**src/rtl/vga_pattern_gen_pkg.sv**
```systemverilog
// Shared types, colour constants and the per-axis bounce rule for the VGA pattern stage.
package vga_pattern_pkg;

    typedef enum logic [1:0] {
        MODE_BARS  = 2'd0,
        MODE_CHECK = 2'd1,
        MODE_BOX   = 2'd2,
        MODE_NOISE = 2'd3
    } mode_t;

    // RGB332 packed as {R[2:0], G[2:0], B[1:0]}
    localparam logic [7:0] BLACK   = 8'h00;
    localparam logic [7:0] WHITE   = 8'hFF;
    localparam logic [7:0] YELLOW  = 8'hFC;
    localparam logic [7:0] DIMBLUE = 8'h01;

    typedef struct packed {
        logic        dir;   // 1 = moving towards larger coordinates
        logic [12:0] pos;
    } axis_t;

    typedef struct packed {
        logic       valid;
        logic [2:0] idx;
        logic       chk;
        logic       hit;
        logic       rnd;
        logic       hs;
        logic       vs;
    } stage1_t;

    // Clamp at the limits instead of wrapping; direction flips only once the step would overshoot.
    function automatic axis_t bounce(input axis_t cur, input logic [12:0] lim, input logic [12:0] step);
        axis_t       res;
        logic [13:0] nxt;
        res = cur;
        nxt = {1'b0, cur.pos} + {1'b0, step};
        if (cur.dir) begin
            if (nxt > {1'b0, lim}) begin
                res.pos = lim;
                res.dir = 1'b0;
            end else begin
                res.pos = nxt[12:0];
            end
        end else begin
            if (cur.pos < step) begin
                res.pos = '0;
                res.dir = 1'b1;
            end else begin
                res.pos = cur.pos - step;
            end
        end
        return res;
    endfunction

endpackage

```
**src/rtl/vga_pattern_gen_if.sv**
```systemverilog
// Pixel-stream bundle between vga_sync/test logic (master) and the pattern stage (slave).
interface vga_pattern_gen_if;
    logic [12:0] locX;
    logic [12:0] locY;
    logic        in_image;
    logic        sync_h_in;
    logic        sync_v_in;
    logic [1:0]  mode;
    logic        rnd_bit;
    logic [2:0]  vgaRed;
    logic [2:0]  vgaGreen;
    logic [1:0]  vgaBlue;
    logic        Hsync;
    logic        Vsync;
    logic        frame_tick;

    modport master (
        output locX, locY, in_image, sync_h_in, sync_v_in, mode, rnd_bit,
        input  vgaRed, vgaGreen, vgaBlue, Hsync, Vsync, frame_tick
    );

    modport slave (
        input  locX, locY, in_image, sync_h_in, sync_v_in, mode, rnd_bit,
        output vgaRed, vgaGreen, vgaBlue, Hsync, Vsync, frame_tick
    );
endinterface

```
**src/rtl/vga_pattern_gen_box_mover.sv**
```systemverilog
// Bouncing-box position and direction for both axes, advanced once per frame start.
module vga_box_mover
    import vga_pattern_pkg::*;
#(
    parameter int unsigned H_ACTIVE = 640,
    parameter int unsigned V_ACTIVE = 480,
    parameter int unsigned BOX_SIZE = 32,
    parameter int unsigned STEP     = 2
) (
    input  logic        PIXEL_CLK,
    input  logic        RST_IN,
    input  logic        step_en,
    output logic [12:0] box_x,
    output logic [12:0] box_y
);

    localparam logic [12:0] LIM_X  = 13'(H_ACTIVE - BOX_SIZE);
    localparam logic [12:0] LIM_Y  = 13'(V_ACTIVE - BOX_SIZE);
    localparam logic [12:0] STEP_W = 13'(STEP);
    localparam axis_t       AXIS_RESET = '{dir: 1'b1, pos: 13'd0};

    axis_t x_q;
    axis_t y_q;

    always_ff @(posedge PIXEL_CLK or posedge RST_IN) begin
        if (RST_IN) begin
            x_q <= AXIS_RESET;
            y_q <= AXIS_RESET;
        end else if (step_en) begin
            x_q <= bounce(x_q, LIM_X, STEP_W);
            y_q <= bounce(y_q, LIM_Y, STEP_W);
        end
    end

    assign box_x = x_q.pos;
    assign box_y = y_q.pos;

endmodule

```
**src/rtl/vga_pattern_gen.sv**
```systemverilog
// Test-pattern colour stage: frame-start detect, mode latch, 2-stage colour pipeline, sync re-alignment.
module vga_pattern_gen
    import vga_pattern_pkg::*;
#(
    parameter int unsigned H_ACTIVE        = 640,
    parameter int unsigned V_ACTIVE        = 480,
    parameter int unsigned BOX_SIZE        = 32,
    parameter int unsigned STEP            = 2,
    parameter int unsigned BAR_SHIFT       = 6,
    parameter int unsigned CHK_SHIFT       = 4,
    parameter bit          SYNC_ACTIVE_LOW = 1'b1
) (
    input  logic              PIXEL_CLK,
    input  logic              RST_IN,
    vga_pattern_gen_if.slave  vga
);

    localparam logic SYNC_IDLE = SYNC_ACTIVE_LOW;

    logic        v_d;
    logic        frame_start;
    mode_t       mode_q;
    logic [7:0]  frame_cnt;
    logic [12:0] box_x;
    logic [12:0] box_y;
    stage1_t     s1_d;
    stage1_t     s1_q;
    logic [7:0]  colour;
    logic [7:0]  rgb_q;
    logic        hs_q;
    logic        vs_q;

    // XOR with the idle level turns either polarity into an active-high flag
    assign frame_start    = (vga.sync_v_in ^ SYNC_IDLE) & ~(v_d ^ SYNC_IDLE);
    assign vga.frame_tick = frame_start & ~RST_IN;

    always_ff @(posedge PIXEL_CLK or posedge RST_IN) begin
        if (RST_IN) begin
            v_d       <= SYNC_IDLE;
            mode_q    <= MODE_BARS;
            frame_cnt <= '0;
        end else begin
            v_d <= vga.sync_v_in;
            if (frame_start) begin
                mode_q    <= mode_t'(vga.mode);
                frame_cnt <= frame_cnt + 8'd1;
            end
        end
    end

    vga_box_mover #(
        .H_ACTIVE (H_ACTIVE),
        .V_ACTIVE (V_ACTIVE),
        .BOX_SIZE (BOX_SIZE),
        .STEP     (STEP)
    ) u_box_mover (
        .PIXEL_CLK (PIXEL_CLK),
        .RST_IN    (RST_IN),
        .step_en   (frame_start),
        .box_x     (box_x),
        .box_y     (box_y)
    );

    always_comb begin
        logic [12:0] chk_sum;
        logic        hit_x;
        logic        hit_y;
        chk_sum = vga.locX + {5'd0, frame_cnt};
        hit_x   = ({1'b0, box_x} <= {1'b0, vga.locX}) &&
                  ({1'b0, vga.locX} < ({1'b0, box_x} + 14'(BOX_SIZE)));
        hit_y   = ({1'b0, box_y} <= {1'b0, vga.locY}) &&
                  ({1'b0, vga.locY} < ({1'b0, box_y} + 14'(BOX_SIZE)));
        s1_d       = '0;
        s1_d.valid = vga.in_image;
        s1_d.idx   = vga.locX[BAR_SHIFT +: 3];
        s1_d.chk   = chk_sum[CHK_SHIFT] ^ vga.locY[CHK_SHIFT];
        s1_d.hit   = hit_x & hit_y;
        s1_d.rnd   = vga.rnd_bit;
        s1_d.hs    = vga.sync_h_in;
        s1_d.vs    = vga.sync_v_in;
    end

    always_ff @(posedge PIXEL_CLK or posedge RST_IN) begin
        if (RST_IN) begin
            s1_q    <= '0;
            s1_q.hs <= SYNC_IDLE;
            s1_q.vs <= SYNC_IDLE;
        end else begin
            s1_q <= s1_d;
        end
    end

    always_comb begin
        colour = BLACK;
        if (s1_q.valid) begin
            case (mode_q)
                MODE_BARS:  colour = {{3{s1_q.idx[2]}}, {3{s1_q.idx[1]}}, {2{s1_q.idx[0]}}};
                MODE_CHECK: colour = s1_q.chk ? WHITE : BLACK;
                MODE_BOX:   colour = s1_q.hit ? YELLOW : DIMBLUE;
                MODE_NOISE: colour = {{3{s1_q.rnd}}, {3{s1_q.rnd}}, {2{s1_q.rnd}}};
                default:    colour = BLACK;
            endcase
        end
    end

    always_ff @(posedge PIXEL_CLK or posedge RST_IN) begin
        if (RST_IN) begin
            rgb_q <= BLACK;
            hs_q  <= SYNC_IDLE;
            vs_q  <= SYNC_IDLE;
        end else begin
            rgb_q <= colour;
            hs_q  <= s1_q.hs;
            vs_q  <= s1_q.vs;
        end
    end

    assign vga.vgaRed   = rgb_q[7:5];
    assign vga.vgaGreen = rgb_q[4:2];
    assign vga.vgaBlue  = rgb_q[1:0];
    assign vga.Hsync    = hs_q;
    assign vga.Vsync    = vs_q;

endmodule

```
**src/flat_wrapper.sv**
```systemverilog
// flat-port wrapper written by rule: the top's interface ports become plain ports
module vga_pattern_gen_flat import vga_pattern_pkg::*;
#(
    parameter int unsigned H_ACTIVE        = 640,
    parameter int unsigned V_ACTIVE        = 480,
    parameter int unsigned BOX_SIZE        = 32,
    parameter int unsigned STEP            = 2,
    parameter int unsigned BAR_SHIFT       = 6,
    parameter int unsigned CHK_SHIFT       = 4,
    parameter bit          SYNC_ACTIVE_LOW = 1'b1
)
  (PIXEL_CLK, RST_IN, vga_locX, vga_locY, vga_in_image, vga_sync_h_in, vga_sync_v_in, vga_mode, vga_rnd_bit, vga_vgaRed, vga_vgaGreen, vga_vgaBlue, vga_Hsync, vga_Vsync, vga_frame_tick);
  vga_pattern_gen_if vga_i ();
  input  logic PIXEL_CLK;
  input  logic RST_IN;
  input wire logic [$bits(vga_i.locX)-1:0] vga_locX;
  input wire logic [$bits(vga_i.locY)-1:0] vga_locY;
  input wire logic [$bits(vga_i.in_image)-1:0] vga_in_image;
  input wire logic [$bits(vga_i.sync_h_in)-1:0] vga_sync_h_in;
  input wire logic [$bits(vga_i.sync_v_in)-1:0] vga_sync_v_in;
  input wire logic [$bits(vga_i.mode)-1:0] vga_mode;
  input wire logic [$bits(vga_i.rnd_bit)-1:0] vga_rnd_bit;
  output wire logic [$bits(vga_i.vgaRed)-1:0] vga_vgaRed;
  output wire logic [$bits(vga_i.vgaGreen)-1:0] vga_vgaGreen;
  output wire logic [$bits(vga_i.vgaBlue)-1:0] vga_vgaBlue;
  output wire logic [$bits(vga_i.Hsync)-1:0] vga_Hsync;
  output wire logic [$bits(vga_i.Vsync)-1:0] vga_Vsync;
  output wire logic [$bits(vga_i.frame_tick)-1:0] vga_frame_tick;
  assign vga_i.locX = vga_locX;
  assign vga_i.locY = vga_locY;
  assign vga_i.in_image = vga_in_image;
  assign vga_i.sync_h_in = vga_sync_h_in;
  assign vga_i.sync_v_in = vga_sync_v_in;
  assign vga_i.mode = vga_mode;
  assign vga_i.rnd_bit = vga_rnd_bit;
  assign vga_vgaRed = vga_i.vgaRed;
  assign vga_vgaGreen = vga_i.vgaGreen;
  assign vga_vgaBlue = vga_i.vgaBlue;
  assign vga_Hsync = vga_i.Hsync;
  assign vga_Vsync = vga_i.Vsync;
  assign vga_frame_tick = vga_i.frame_tick;
  vga_pattern_gen #(.H_ACTIVE(H_ACTIVE), .V_ACTIVE(V_ACTIVE), .BOX_SIZE(BOX_SIZE), .STEP(STEP), .BAR_SHIFT(BAR_SHIFT), .CHK_SHIFT(CHK_SHIFT), .SYNC_ACTIVE_LOW(SYNC_ACTIVE_LOW)) u_core (.PIXEL_CLK(PIXEL_CLK), .RST_IN(RST_IN), .vga(vga_i));
endmodule
```
**config.mk**
```make
export PLATFORM = sky130hd
export DESIGN_NAME = vga_pattern_gen_flat
export DESIGN_NICKNAME = d
export VERILOG_FILES = /design/src/rtl/vga_pattern_gen_pkg.sv /design/src/rtl/vga_pattern_gen_if.sv /design/src/rtl/vga_pattern_gen_box_mover.sv /design/src/rtl/vga_pattern_gen.sv /design/src/flat_wrapper.sv
export SDC_FILE = /design/constraint.sdc
export NUM_CORES = 1
export LEC_CHECK = 0
export ABC_AREA = 1
export ABC_CLOCK_PERIOD_IN_PS = 6410
export BUFFER_PORTS_ARGS = -buffer_cell sky130_fd_sc_hd__buf_4
export CAP_MARGIN = 10
export CELL_PAD_IN_SITES_DETAIL_PLACEMENT = 1
export CELL_PAD_IN_SITES_GLOBAL_PLACEMENT = 2
export CORE_ASPECT_RATIO = 0.8
export CORE_MARGIN = 2
export CORE_UTILIZATION = 38
export CTS_CLUSTER_DIAMETER = 200
export CTS_CLUSTER_SIZE = 28
export DETAILED_ROUTE_END_ITERATION = 16
export PLACE_DENSITY_LB_ADDON = 0.05
export SYNTH_ARGS = -nofsm -noshare
export SYNTH_HDL_FRONTEND = slang
export SYNTH_HIERARCHICAL = 1
export SYNTH_SLANG_ARGS = --single-unit
```
**constraint.sdc**
```tcl
create_clock -name PIXEL_CLK -period 6.41 [get_ports PIXEL_CLK]
set_clock_uncertainty 0.1 [all_clocks]
set_input_delay 0.9615 -clock PIXEL_CLK [delete_from_list [all_inputs] [get_ports PIXEL_CLK]]
set_output_delay 0.9615 -clock PIXEL_CLK [all_outputs]
set_load 0.05 [all_outputs]
```
==> summary.md, run 1 <==
| Metric | Value |
|---|---|
| Clk pwr share | 0.154 |
| GRT overflow | 0 |
| Final setup margin | 3.12 ns |
| CP Cell Sequence | buf_4 -> nor2_4 -> inv_1 -> nor2_1 -> buf_4 |
| Post-CTS Setup Repair Bufs | 0 |
| Max FO, Critical Path | 36 |
| Yosys reg bits | 48 |
| Pwr Density | 365 nW/um^2 |
| Synth area leaders | dfrtp_1 21%, ha_1 15%, nand2_1 12% |
| Final Cell Area | 5520 sq um |
| Site Rows | 37 |
| Worst Setup SP | vga_sync_v_in |
| Maximum vdd drop | 0.165 mV |
| Yosys cell types | 41 |
| Sw Share | 0.508 |
| Util after Layout | 0.426 |
| Via count | 4,461 |
| First-pass GRT wire length | 22,900 um |
| Routed wire length per instance | 14.7 um |
| CTS max path bufs | 2 |
| Synth Warn # | 6 |
| Pre-Repair DR Iteration Count | 4 |
| Final WL | 13,300 um |
| Initial antenna violation count | 0 |
| Crit path max-delay family | simple AND/OR/NAND/NOR gates |
| Final hold viol count | 0 |
| Worst min path class | reg -> reg |
| Vias in the first global route | 4,645 |
| Core area | 13,000 sq um |
| GPL Wtd Cong | 0.822 |
| Critical path class | in -> out |
| GRT Total Usage | 0.198 |
| 1st-iter DRT viols | 150 |
| Rel. slew slack | 0.267 |
| Layout filler cell count | 1,690 |
| DP Worst Slack | 3.11 ns |
| Die area | 14,300 sq um |
| Final period utilization | 0.513 |
| Sequential Area | 1210 sq um |
| P_int | 0.000992 W |
| Critical path's largest stage delay | 0.64 ns |
| Most used cell, CP | buf_4 |
| CTS Buf Count | 5 |
| Cell leakage power | 2.86 nW |
| Most frequent cells in the layout | 158 x nand2_1, 109 x inv_1, 62 x ha_1, 60 x nor2_1, 53 x nand3_1 |
| Fmax | 304 MHz |
| Synth top area share | 0.206 |
| Worst slew pin tran | 1.10 ns |
| Average size of a mapped cell | 7.02 sq um |
| Crit end category | output pin |
| Post-route ant nets | 0 |
| Number of vias per cell | 4.90 |
| Max Cap Violations | 0 |
| Hold Path Origin | u_core/s1_q[1] |
| Setup TNS | 0 ns |
| Final min period | 3.29 ns |
| Final Max Tran Viols | 0 |
| Reg clk slew, reported paths | 0.06 ns |
| Power share of the combinational group | 0.524 |
| Nets@finish | 830 |
| CTS sink cnt | 48 |
| Share of layout cells above drive strength 1 | 0.152 |
| Die height | 108 um |
| Setup violations, final | 0 |
| Seq/Total Area, Yosys | 0.237 |
| Area leader, netlist | dfrtp_1 |
| Required @ worst endpoint | 5.35 ns |
| Clk_lat worst skew | 0.29 ns |
| Synth Cell Area | 5090 sq um |
| CTS root buf | clkbuf_16 |
| CTS hold repair buffers | 0 |
| Post-CTS Resized | 0 |
| P_sw | 0.00102 W |
| N_diodes | 0 |
| Port bufs | 44 |
| RSZ-0062 raised after global routing | no |
| Worst r2r src | u_core/u_box_mover/box_y[5] |
| Multi-input logic area | 3120 sq um |
| Buffers and inverters on the worst path | 3 |
| H-tree depth | 2 |
| Startpoint Class | input pin |
| Die X | 133 um |
| Sequential power share | 0.322 |
| Status | completed |
| Commonest non-fill, non-tap cell in the layout | nand2_1 |
| Syn Inst Count | 725 |
| Initial Utilization | 0.393 |
| Largest net degree at the start of global routing | 37 |
| Hold slack final | 0.256 ns |
| Post-place instance area | 5340 sq um |
| Residual DRC | 0 |
| Dpl hpwl | 11,100 um |
| TritonCTS clock tree | done |
| Area Overhead vs Synth | 8.38% |
| IO Count | 45 |
| Slowest cell on the critical path | nor2_4 |
| Worst Path Arrival | 2.23 ns |
==> flip-flops by register name, indices dropped and copies added (netlist names) <==
| name | flops |
|---|---|
| u_core/vga.Vsync | 1 |
| u_core/mode_q | 2 |
| u_core/u_box_mover/box_y | 12 |
| u_core/u_box_mover/y_q | 1 |
| u_core/frame_cnt | 5 |
| u_core/rgb_q | 4 |
| u_core/s1_q | 9 |
| u_core/vga.Hsync | 1 |
| u_core/u_box_mover/x_q | 1 |
| u_core/u_box_mover/box_x | 12 |
==> worst reg2reg max path, stage by stage, from the launching register on <==
cell and delay [ns]:
dfrtp_1 0.68, ha_1 0.29, nand2_1 0.09, nor2_2 0.20, nand3_1 0.11, xor2_1 0.17, ha_1 0.30, nand2_1 0.09
inv_1 0.04, nand4_1 0.10, nand2_1 0.06, nor2_1 0.08, nand2_1 0.05, nor2_1 0.13
==> cell usage after synthesis <==
master,instances
nand2_2,11
xor2_1,31
nor3_2,5
nand4_1,20
o21ai_2,1
nor2_2,6
clkinv_1,1
nor3_1,7
inv_1,109
o31ai_2,1
a21oi_2,1
buf_2,3
conb_1,1
o22ai_1,1
a31o_2,1
nand2_1,158
nor2_4,7
nand2_4,1
nand3b_1,2
nand3_1,53
o31ai_1,2
a21o_1,1
nor2_1,60
ha_1,62
buf_4,35
a211oi_1,1
clkbuf_1,3
nor2_8,1
buf_1,1
dfrtp_1,42
nand3_4,1
o21bai_1,5
inv_2,13
o21ai_0,13
dfstp_2,6
nand3_2,5
xnor2_1,8
a21oi_1,33
o21ai_1,11
and3_1,1
buf_6,1
==> path summary, 6_finish.rpt <==
check / endpoint / cells past startpoint / slack, ns
setup / recovery: vga_frame_tick / 5 / 3.12
setup reg to reg: u_core/s1_q[3] / 13 / 3.83
hold / removal: u_core/vga.Hsync / 0 / 0.26
max in group asynchronous: u_core/u_box_mover/box_y[6] / 2 / 4.67
min in group asynchronous: u_core/frame_cnt[0] / 2 / 0.75
hold reg to reg: u_core/vga.Hsync / 0 / 0.26
==> stage by stage <==
step / instances / power [W]
final: 910 / 0.00201
after global routing: 910 / 0.00224
after CTS: 910 / 0.00204
after detailed placement: 902 / 0.00172
after global placement: 902 / 0.00168
after floorplan: 726 / 0.00150
==> kinds of logic (layout without fill, tap and decap cells) <==
logic type / Yosys count / in the layout / synth area share
buffers and inverters: 166 / 175 / 0.150
and+or+nand+nor: 338 / 338 / 0.314
DFF: 48 / 48 / 0.237
AOI/OAI and AO/OA: 71 / 71 / 0.0781
other: 1 / 2 / 0.000736
xor gates and xnor gates: 39 / 39 / 0.0671
adders and majority gates: 62 / 62 / 0.152
==> power groups by stage <==
stage / clock, W / sequential [W] / combinational (W)
6_report: 0.000309 / 0.000649 / 0.00106
4_1_cts: 0.000321 / 0.000652 / 0.00107
3_3_place_gp: 0 / 0.000652 / 0.00102
5_1_grt: 0.000334 / 0.000676 / 0.00123
2_1_floorplan: 0 / 0.000501 / 0.000999
3_5_place_dp: 0 / 0.000657 / 0.00106
==> final cells by class <==
cell class / instances / area share
multi-input combinational: 512 / 0.566
sequential: 48 / 0.219
inverter: 123 / 0.0837
timing repair buffer: 44 / 0.0599
tap: 175 / 0.0397
clock buffer: 6 / 0.0252
clock inverter: 2 / 0.00703
==> layer usage <==
metal  global-route usage  vias to the layer above  wire (um)
met5                    0                        -          0
met4               0.0327                        0         83
met3               0.0301                        9        445
met2                0.316                       58       5690
met1                0.287                     2113       7120
li1                     -                     2281          -
Note: power is estimated with default switching activity, not from simulation.
==> run 2: changes to the inputs <==
--- a/config.mk
+++ b/config.mk
@@ -5,15 +5,15 @@
 export SDC_FILE = /design/constraint.sdc
 export NUM_CORES = 1
 export LEC_CHECK = 0
-export ABC_AREA = 1
-export ABC_CLOCK_PERIOD_IN_PS = 6410
+export ABC_AREA = 0
+export ABC_CLOCK_PERIOD_IN_PS = 3220
 export BUFFER_PORTS_ARGS = -buffer_cell sky130_fd_sc_hd__buf_4
 export CAP_MARGIN = 10
 export CELL_PAD_IN_SITES_DETAIL_PLACEMENT = 1
 export CELL_PAD_IN_SITES_GLOBAL_PLACEMENT = 2
 export CORE_ASPECT_RATIO = 0.8
 export CORE_MARGIN = 2
-export CORE_UTILIZATION = 38
+export CORE_UTILIZATION = 37
 export CTS_CLUSTER_DIAMETER = 200
 export CTS_CLUSTER_SIZE = 28
 export DETAILED_ROUTE_END_ITERATION = 16
==> constraint.sdc (replaced) <==
create_clock -name PIXEL_CLK -period 3.22 [get_ports PIXEL_CLK]
set_clock_uncertainty 0.1 [all_clocks]
set_input_delay 0.483 -clock PIXEL_CLK [delete_from_list [all_inputs] [get_ports PIXEL_CLK]]
set_output_delay 0.483 -clock PIXEL_CLK [all_outputs]
set_load 0.05 [all_outputs]
==> run 2 against run 1 <==
Net effect:
- total power rose by 61%
- count of clock-buffer cells in the layout fell by 1
- final cell count fell by 17%
- combinational power rose by 43%
- hold slack got worse by 0.12 ns
- non-clock buffer count rose by 14
- worst setup slack got worse by 2.7 ns
- largest power group unchanged
- register-to-register slack got worse by 3.4 ns
- clock power rose by 100%
- sequential power rose by 68%
==> summary.md, run 2 <==
| Metric | Value |
|---|---|
| Rel. slew slack | 0.518 (+0.251) |
| Area Overhead vs Synth | 10.5% |
| Fmax | 355 MHz |
| Nets@finish | 677 (-18%) |
| Final Max Tran Viols | 0 (unchanged) |
| Post-CTS Resized | 0 (unchanged) |
| IO Count | 45 (unchanged) |
| Busiest layer in global routing | met1 |
| Maximum vdd drop | 0.263 mV (+59%) |
| GRT overflow | 0 (unchanged) |
| Clk pwr share | 0.192 (+0.038) |
| 1st-iter DRT viols | 195 (+30%) |
| CTS root buf | clkbuf_16 |
| Required @ worst endpoint | 3.30 ns (-2.05 ns) |
| Worst Path Arrival | 2.90 ns (+0.67 ns) |
| Port bufs | 44 (unchanged) |
| Startpoint Class | flip-flop |
| Synth area leaders | dfrtp_1 22%, ha_1 16%, buf_4 4.8% |
| DP Worst Slack | 0.456 ns (-2.66 ns) |
| Area leader, netlist | dfrtp_1 |
| Sequential power share | 0.337 (+0.015) |
| CTS max path bufs | 2 (unchanged) |
| Final period utilization | 0.875 |
| Worst slew pin tran | 0.720 ns (-0.379 ns) |
| Critical path class | reg -> reg |
| Setup violations, final | 0 (unchanged) |
| N_diodes | 0 (unchanged) |
| First-pass GRT wire length | 21,300 um (-6.9%) |
| Post-synthesis mux area share | 0.0282 (+0.0282) |
| Buffers and inverters on the worst path | 1 (-2) |
| Setup TNS | 0 ns (unchanged) |
| Number of vias per cell | 5.39 (+9.9%) |
| Met3 GRT Util | 0.0274 (-0.00272) |
| Adder-cell share of the synthesized area | 0.164 (+0.0113) |
| P_sw | 0.00144 W (+41%) |
| Average size of a mapped cell | 8.32 sq um (+18%) |
| Crit end category | flip-flop |
| Synth top area share | 0.222 (+0.0153) |
| Yosys reg bits | 48 (unchanged) |
| CP Cell Sequence | inv_1 -> ha_1 -> and3b_1 -> nor4_1 -> a211oi_1 -> o211ai_1 -> o221ai_1 -> a22o_1 |
| Post-CTS Setup Repair Bufs | 0 (unchanged) |
| Share of layout cells above drive strength 1 | 0.162 (+0.00913) |
| Routed wire length per instance | 17.4 um (+19%) |
| Site Rows | 36 (-2.7%) |
| Most frequent cells in the layout | 62 x ha_1, 58 x buf_4, 57 x inv_1, 42 x dfrtp_1, 38 x nand2_1 |
| TritonCTS clock tree | done |
| Hold slack final | 0.141 ns (-0.115 ns) |
| Post-route ant nets | 0 (unchanged) |
| Pre-Repair DR Iteration Count | 4 (unchanged) |
| Initial antenna violation count | 0 (unchanged) |
| GRT Total Usage | 0.196 (-0.00247) |
| Crit path max-delay family | compound AO/OA/AOI/OAI gates |
| Dpl hpwl | 10,300 um (-6.9%) |
| Pwr Density | 618 nW/um^2 (+69%) |
| XOR/XNOR Fraction of Synth Area | 0.0480 (-0.0190) |
| Final setup margin | 0.403 ns (-2.72 ns) |
| Slowest cell on the critical path | o211ai_1 |
| Core area | 12,300 sq um (-4.8%) |
| Power share of the combinational group | 0.471 (-0.053) |
| M1 GR Usage | 0.309 (+0.0215) |
| Synth cell count leaders | 62 x ha_1, 57 x inv_1, 42 x dfrtp_1 |
| Sw Share | 0.446 (-0.0615) |
| Max Cap Violations | 0 (unchanged) |
| Worst min path class | in -> async |
| CTS Buf Count | 5 (unchanged) |
| Residual DRC | 0 (unchanged) |
| Syn Inst Count | 570 (-21%) |
| Post-synthesis simple-gate area fraction | 0.213 (-0.101) |
| CTS sink cnt | 48 (unchanged) |
| Die height | 105 um (-2.1%) |
| Clk_lat worst skew | 0.30 ns (about the same) |
| Final min period | 2.82 ns |
| CTS hold repair buffers | 0 (unchanged) |
| Largest net degree at the start of global routing | 45 (+22%) |
| Initial Utilization | 0.384 (-0.00873) |
| Routing usage on met2 | 0.281 (-0.0354) |
| Cell leakage power | 2.43 nW (-15%) |
| Util after Layout | 0.424 (-0.00150) |
| Combinational family with the most area after synthesis | simple AND/OR/NAND/NOR gates |
| Commonest non-fill, non-tap cell in the layout | ha_1 |
| Ys flop type | dfrtp_1 |
| Die area | 13,700 sq um (-4.2%) |
| Critical path's largest stage delay | 0.60 ns (-0.04 ns) |
| Synth Warn # | 6 (unchanged) |
| Max FO, Critical Path | 10 (-72%) |
| Reg clk slew, reported paths | 0.07 ns (about the same) |
| Reg2reg setup slack | 0.40 ns (-3.43 ns) |
| Synth Cell Area | 4740 sq um (-6.9%) |
| RSZ-0062 raised after global routing | no |
| Vias in the first global route | 3,998 (-14%) |
| Compound-Gate Fraction of Synth Area | 0.177 (+0.0984) |
| Final hold viol count | 0 (unchanged) |
| Die X | 131 um (-2.2%) |
| Post-synth EDFFs | 0 (unchanged) |
| Yosys cell types | 73 (+78%) |
| Status | completed |
| H-tree depth | 2 (unchanged) |
| Seq/Total Area, Yosys | 0.255 (+0.0176) |
| FFs w/ async S/R, synth | 1.00 (unchanged) |
| Final WL | 13,100 um (-1.9%) |
| P_int | 0.00179 W (+81%) |
| GPL Wtd Cong | 0.879 (+6.9%) |
| Most frequent cell after synthesis | ha_1 |
| Via count | 4,058 (-9.0%) |
==> run 2: cell count changes after synthesis, sizes merged, moves of 9 or more <==
cell,delta
nand2,-132
inv,-65
nor2,-42
nand3,-32
xor2,-21
clkbuf,+17
o21ai,+14
and3,+10
nor4,+10
nand4,-9
==> run 2: kinds of logic (layout without fill, tap and decap cells) <==
group,after synthesis,count (layout)
AO/OA/AOI/OAI,127,127
AND/OR/NAND/NOR,182,182
XOR/XNOR,26,26
flip-flops,48,48
other,1,2
adder cells (fa/ha/maj),62,62
multiplexers,12,12
buffers and inverters,112,123
==> run 2: final timing paths <==
path | from | to | depth (start not counted)
setup / recovery | u_core/u_box_mover/box_y[1] | u_core/u_box_mover/box_y[3] | 8
max in group asynchronous | RST_IN | u_core/u_box_mover/y_q[13] | 3
hold / removal | RST_IN | u_core/mode_q[0] | 3
hold reg to reg | u_core/s1_q[1] | u_core/vga.Hsync | 0
min in group PIXEL_CLK | vga_in_image | u_core/s1_q[8] | 1
setup reg to reg | u_core/u_box_mover/box_y[1] | u_core/u_box_mover/box_y[3] | 8
==> run 2: stage by stage <==
stage	total power (W)	cells	area (sq um)
2_1_floorplan	0.00225	571	4740
3_3_place_gp	0.00258	745	5060
6_report	0.00324	753	5240
5_1_grt	0.00352	753	5240
4_1_cts	0.00327	753	5240
3_5_place_dp	0.00262	745	5060
==> run 2: layout make-up <==
cell class | instances | area [sq um]
clock buffer | 5 | 125
clock inverter | 3 | 46.3
fill | 1509 | 7110
inverter | 57 | 214
multi-input combinational | 411 | 2990
sequential | 48 | 1210
tap | 171 | 214
timing repair buffer | 58 | 435
==> run 2: worst register-to-register path, cell delays in order (launching register included) <==
cell      delay [ns]
dfrtp_1         0.51
inv_1           0.13
ha_1            0.34
and3b_1         0.18
nor4_1          0.23
a211oi_1        0.10
o211ai_1        0.60
o221ai_1        0.24
a22o_1          0.27
==> run 2: power groups by stage <==
stage               Clock [W]  Sequential, W  Combinational (W)
CTS                  0.000646        0.00109            0.00153
finish               0.000622        0.00109            0.00152
global route         0.000670        0.00113            0.00172
floorplan                   0       0.000911            0.00134
detailed placement          0        0.00110            0.00152
global placement            0        0.00109            0.00149
==> run 2: layer usage <==
layer,part of all wire,vias to the layer above
met2,0.42,61
met4,0.0098,0
met5,0,-
li1,-,2010
met3,0.036,11
met1,0.54,1976
==> run 3: changes to the inputs <==
--- a/config.mk
+++ b/config.mk
@@ -18,6 +18,7 @@
 export CTS_CLUSTER_SIZE = 28
 export DETAILED_ROUTE_END_ITERATION = 16
 export PLACE_DENSITY_LB_ADDON = 0.05
+export REMOVE_ABC_BUFFERS = 1
 export SYNTH_ARGS = -nofsm -noshare
 export SYNTH_HDL_FRONTEND = slang
 export SYNTH_HIERARCHICAL = 1
==> constraint.sdc (replaced) <==
create_clock -name PIXEL_CLK -period 3.22 [get_ports PIXEL_CLK]
set_clock_uncertainty 0.1 [all_clocks]
set_input_delay 0.966 -clock PIXEL_CLK [delete_from_list [all_inputs] [get_ports PIXEL_CLK]]
set_output_delay 0.966 -clock PIXEL_CLK [all_outputs]
set_load 0.05 [all_outputs]
==> run 3 against run 2 <==
Net effect:
- global-route usage shrank 0.41 points
- largest cell class unchanged
- sequential share of layout area shrank 0.18 points
- count of clock-buffer cells in the layout increased by 1
- wire length shrank 2.5%
- critical path type unchanged
- fmax up 0.87%
- final cell count increased by 0.40%
- non-clock buffer count rose by 3
==> summary.md, run 3 (same netlist as run 2, synthesis figures left out) <==
| Metric | Value |
|---|---|
| CTS max path bufs | 2 (unchanged) |
| Reg2reg setup slack | 0.43 ns (+0.02 ns) |
| Required @ worst endpoint | 3.35 ns (+0.05 ns) |
| Power share of the combinational group | 0.475 (+0.004) |
| Slowest cell on the critical path | dfrtp_1 |
| Pwr Density | 627 nW/um^2 (+1.4%) |
| Setup violations, final | 0 (unchanged) |
| CTS hold repair buffers | 0 (unchanged) |
| Fmax | 358 MHz (+0.87%) |
| Crit path max-delay family | simple AND/OR/NAND/NOR gates |
| Buffers and inverters on the worst path | 1 (unchanged) |
| Hold Crit Depth | 0 |
| Sw Share | 0.429 (-0.0167) |
| Area Overhead vs Synth | 11.3% |
| Final WL | 12,800 um (-2.5%) |
| Commonest non-fill, non-tap cell in the layout | ha_1 |
| CP Cell Sequence | and4_1 -> or3b_1 -> mux2_4 -> nor4_4 -> buf_4 -> o21ai_1 -> mux2i_1 |
| Layout filler cell count | 1,499 (-0.66%) |
| Site Rows | 36 (unchanged) |
| N_diodes | 0 (unchanged) |
| R2R Path End | u_core/u_box_mover/box_x[1] |
| GPL Wtd Cong | 0.812 (-7.7%) |
| Pre-Repair DR Iteration Count | 4 (unchanged) |
| Number of vias per cell | 5.39 (about the same) |
| Cell leakage power | 2.45 nW (+0.99%) |
| Worst reg2reg path depth | 7 (-1) |
| Vias in the first global route | 4,141 (+3.6%) |
| First-pass GRT wire length | 21,100 um (-0.97%) |
| TritonCTS clock tree | done |
| Residual DRC | 0 (unchanged) |
| Worst Path Arrival | 2.92 ns (+0.02 ns) |
| Final period utilization | 0.867 (-0.00754) |
| IO Count | 45 (unchanged) |
| Core area | 12,300 sq um (unchanged) |
| Reg clk slew, reported paths | 0.07 ns (about the same) |
| P_int | 0.00189 W (+5.3%) |
| GRT overflow | 0 (unchanged) |
| Max Cap Violations | 0 (unchanged) |
| Worst r2r src | u_core/u_box_mover/box_x[7] |
| Critical path's largest stage delay | 0.62 ns (+0.02 ns) |
| Crit end category | flip-flop |
| Die area | 13,700 sq um (unchanged) |
| Largest net degree at the start of global routing | 27 (-40%) |
| Post-CTS Setup Repair Bufs | 0 (unchanged) |
| Post-CTS Resized | 0 (unchanged) |
| Hold Path Origin | u_core/s1_q[1] |
| RSZ-0062 raised after global routing | no |
| Util after Layout | 0.428 (+0.00324) |
| Die height | 105 um (unchanged) |
| H-tree depth | 2 (unchanged) |
| Nets@finish | 680 (+0.44%) |
| Initial Utilization | 0.384 (unchanged) |
| Routed wire length per instance | 16.9 um (-2.9%) |
| Status | completed |
| Initial antenna violation count | 0 (unchanged) |
| Clk pwr share | 0.207 (+0.015) |
| Worst min path class | reg -> reg |
| CTS root buf | clkbuf_16 |
| Share of layout cells above drive strength 1 | 0.164 (+0.00259) |
| CTS Buf Count | 5 (unchanged) |
| Clk_lat worst skew | 0.30 ns (about the same) |
| Final Max Tran Viols | 0 (unchanged) |
| DP Worst Slack | 0.432 ns (-0.0236 ns) |
| Final setup margin | 0.428 ns (+0.0243 ns) |
| WHS Endpoint | u_core/vga.Hsync |
| Via count | 4,076 (+0.44%) |
| Sequential power share | 0.318 (-0.019) |
| Dpl hpwl | 9860 um (-4.3%) |
| Port bufs | 44 (unchanged) |
| Final hold viol count | 0 (unchanged) |
| 1st-iter DRT viols | 179 (-8.2%) |
| GRT Total Usage | 0.192 (-0.00407) |
| Critical path class | reg -> reg |
| Max FO, Critical Path | 15 (+5) |
| Die X | 131 um (unchanged) |
| P_sw | 0.00142 W (-1.6%) |
| CTS sink cnt | 48 (unchanged) |
| Rel. slew slack | 0.528 (+0.0108) |
| Most frequent cells in the layout | 62 x ha_1, 61 x buf_4, 57 x inv_1, 42 x dfrtp_1, 38 x nand2_1 |
| Post-route ant nets | 0 (unchanged) |
| Final min period | 2.79 ns (-0.0243 ns) |
| Maximum vdd drop | 0.302 mV (+15%) |
| Worst slew pin tran | 0.698 ns (-0.0218 ns) |
| Startpoint Class | flip-flop |
## run 3: routing by layer
| layer | vias to the layer above | GRT usage | routed length [um] |
|---|---|---|---|
| met5 | - | 0 | 0 |
| met4 | 0 | 0.0304 | 77 |
| met3 | 8 | 0.0254 | 462 |
| met2 | 62 | 0.297 | 5610 |
| met1 | 1984 | 0.288 | 6600 |
| li1 | 2022 | - | - |
## run 3: power groups by stage
stage | clock network [W] | registers (W) | logic, W
after floorplan | 0 | 0.00108 | 0.00100
after detailed placement | 0 | 0.00106 | 0.00157
after global routing | 0.000726 | 0.00110 | 0.00179
after global placement | 0 | 0.00106 | 0.00152
final | 0.000685 | 0.00105 | 0.00157
after CTS | 0.000707 | 0.00105 | 0.00158
## run 3: stage by stage
step / area (sq um) / hold slack, ns / power [W] / std cells / setup TNS (ns)
3_5_place_dp: 5090 / 0.250 / 0.00263 / 748 / 0
5_1_grt: 5280 / 0.263 / 0.00361 / 756 / 0
6_report: 5280 / 0.259 / 0.00331 / 756 / 0
3_3_place_gp: 5090 / 0.249 / 0.00258 / 748 / 0
4_1_cts: 5280 / 0.262 / 0.00334 / 756 / 0
2_1_floorplan: 4410 / 0.245 / 0.00208 / 516 / -7.33
## run 3: how the worst max path moves through the flow
stage	slack [ns]	to	from	cells after the start
floorplan	-0.83	vga_frame_tick	vga_sync_v_in	2
global placement	0.47	u_core/s1_q[3]	vga_locY[3]	9
detailed placement	0.43	u_core/s1_q[3]	vga_locY[3]	9
CTS	0.43	u_core/u_box_mover/box_x[1]	u_core/u_box_mover/box_x[7]	7
global route	0.21	u_core/u_box_mover/box_x[1]	u_core/u_box_mover/box_x[7]	7
finish	0.43	u_core/u_box_mover/box_x[1]	u_core/u_box_mover/box_x[7]	7
## run 3: final cells by class
cell class                 count  area, sq um  share of cell area
clock inverter                 2         60.1              0.0114
inverter                      57          214              0.0406
tap                          171          214              0.0406
sequential                    48         1210               0.229
clock buffer                   6          129              0.0244
timing repair buffer          61          458              0.0868
multi-input combinational    411         2990               0.567
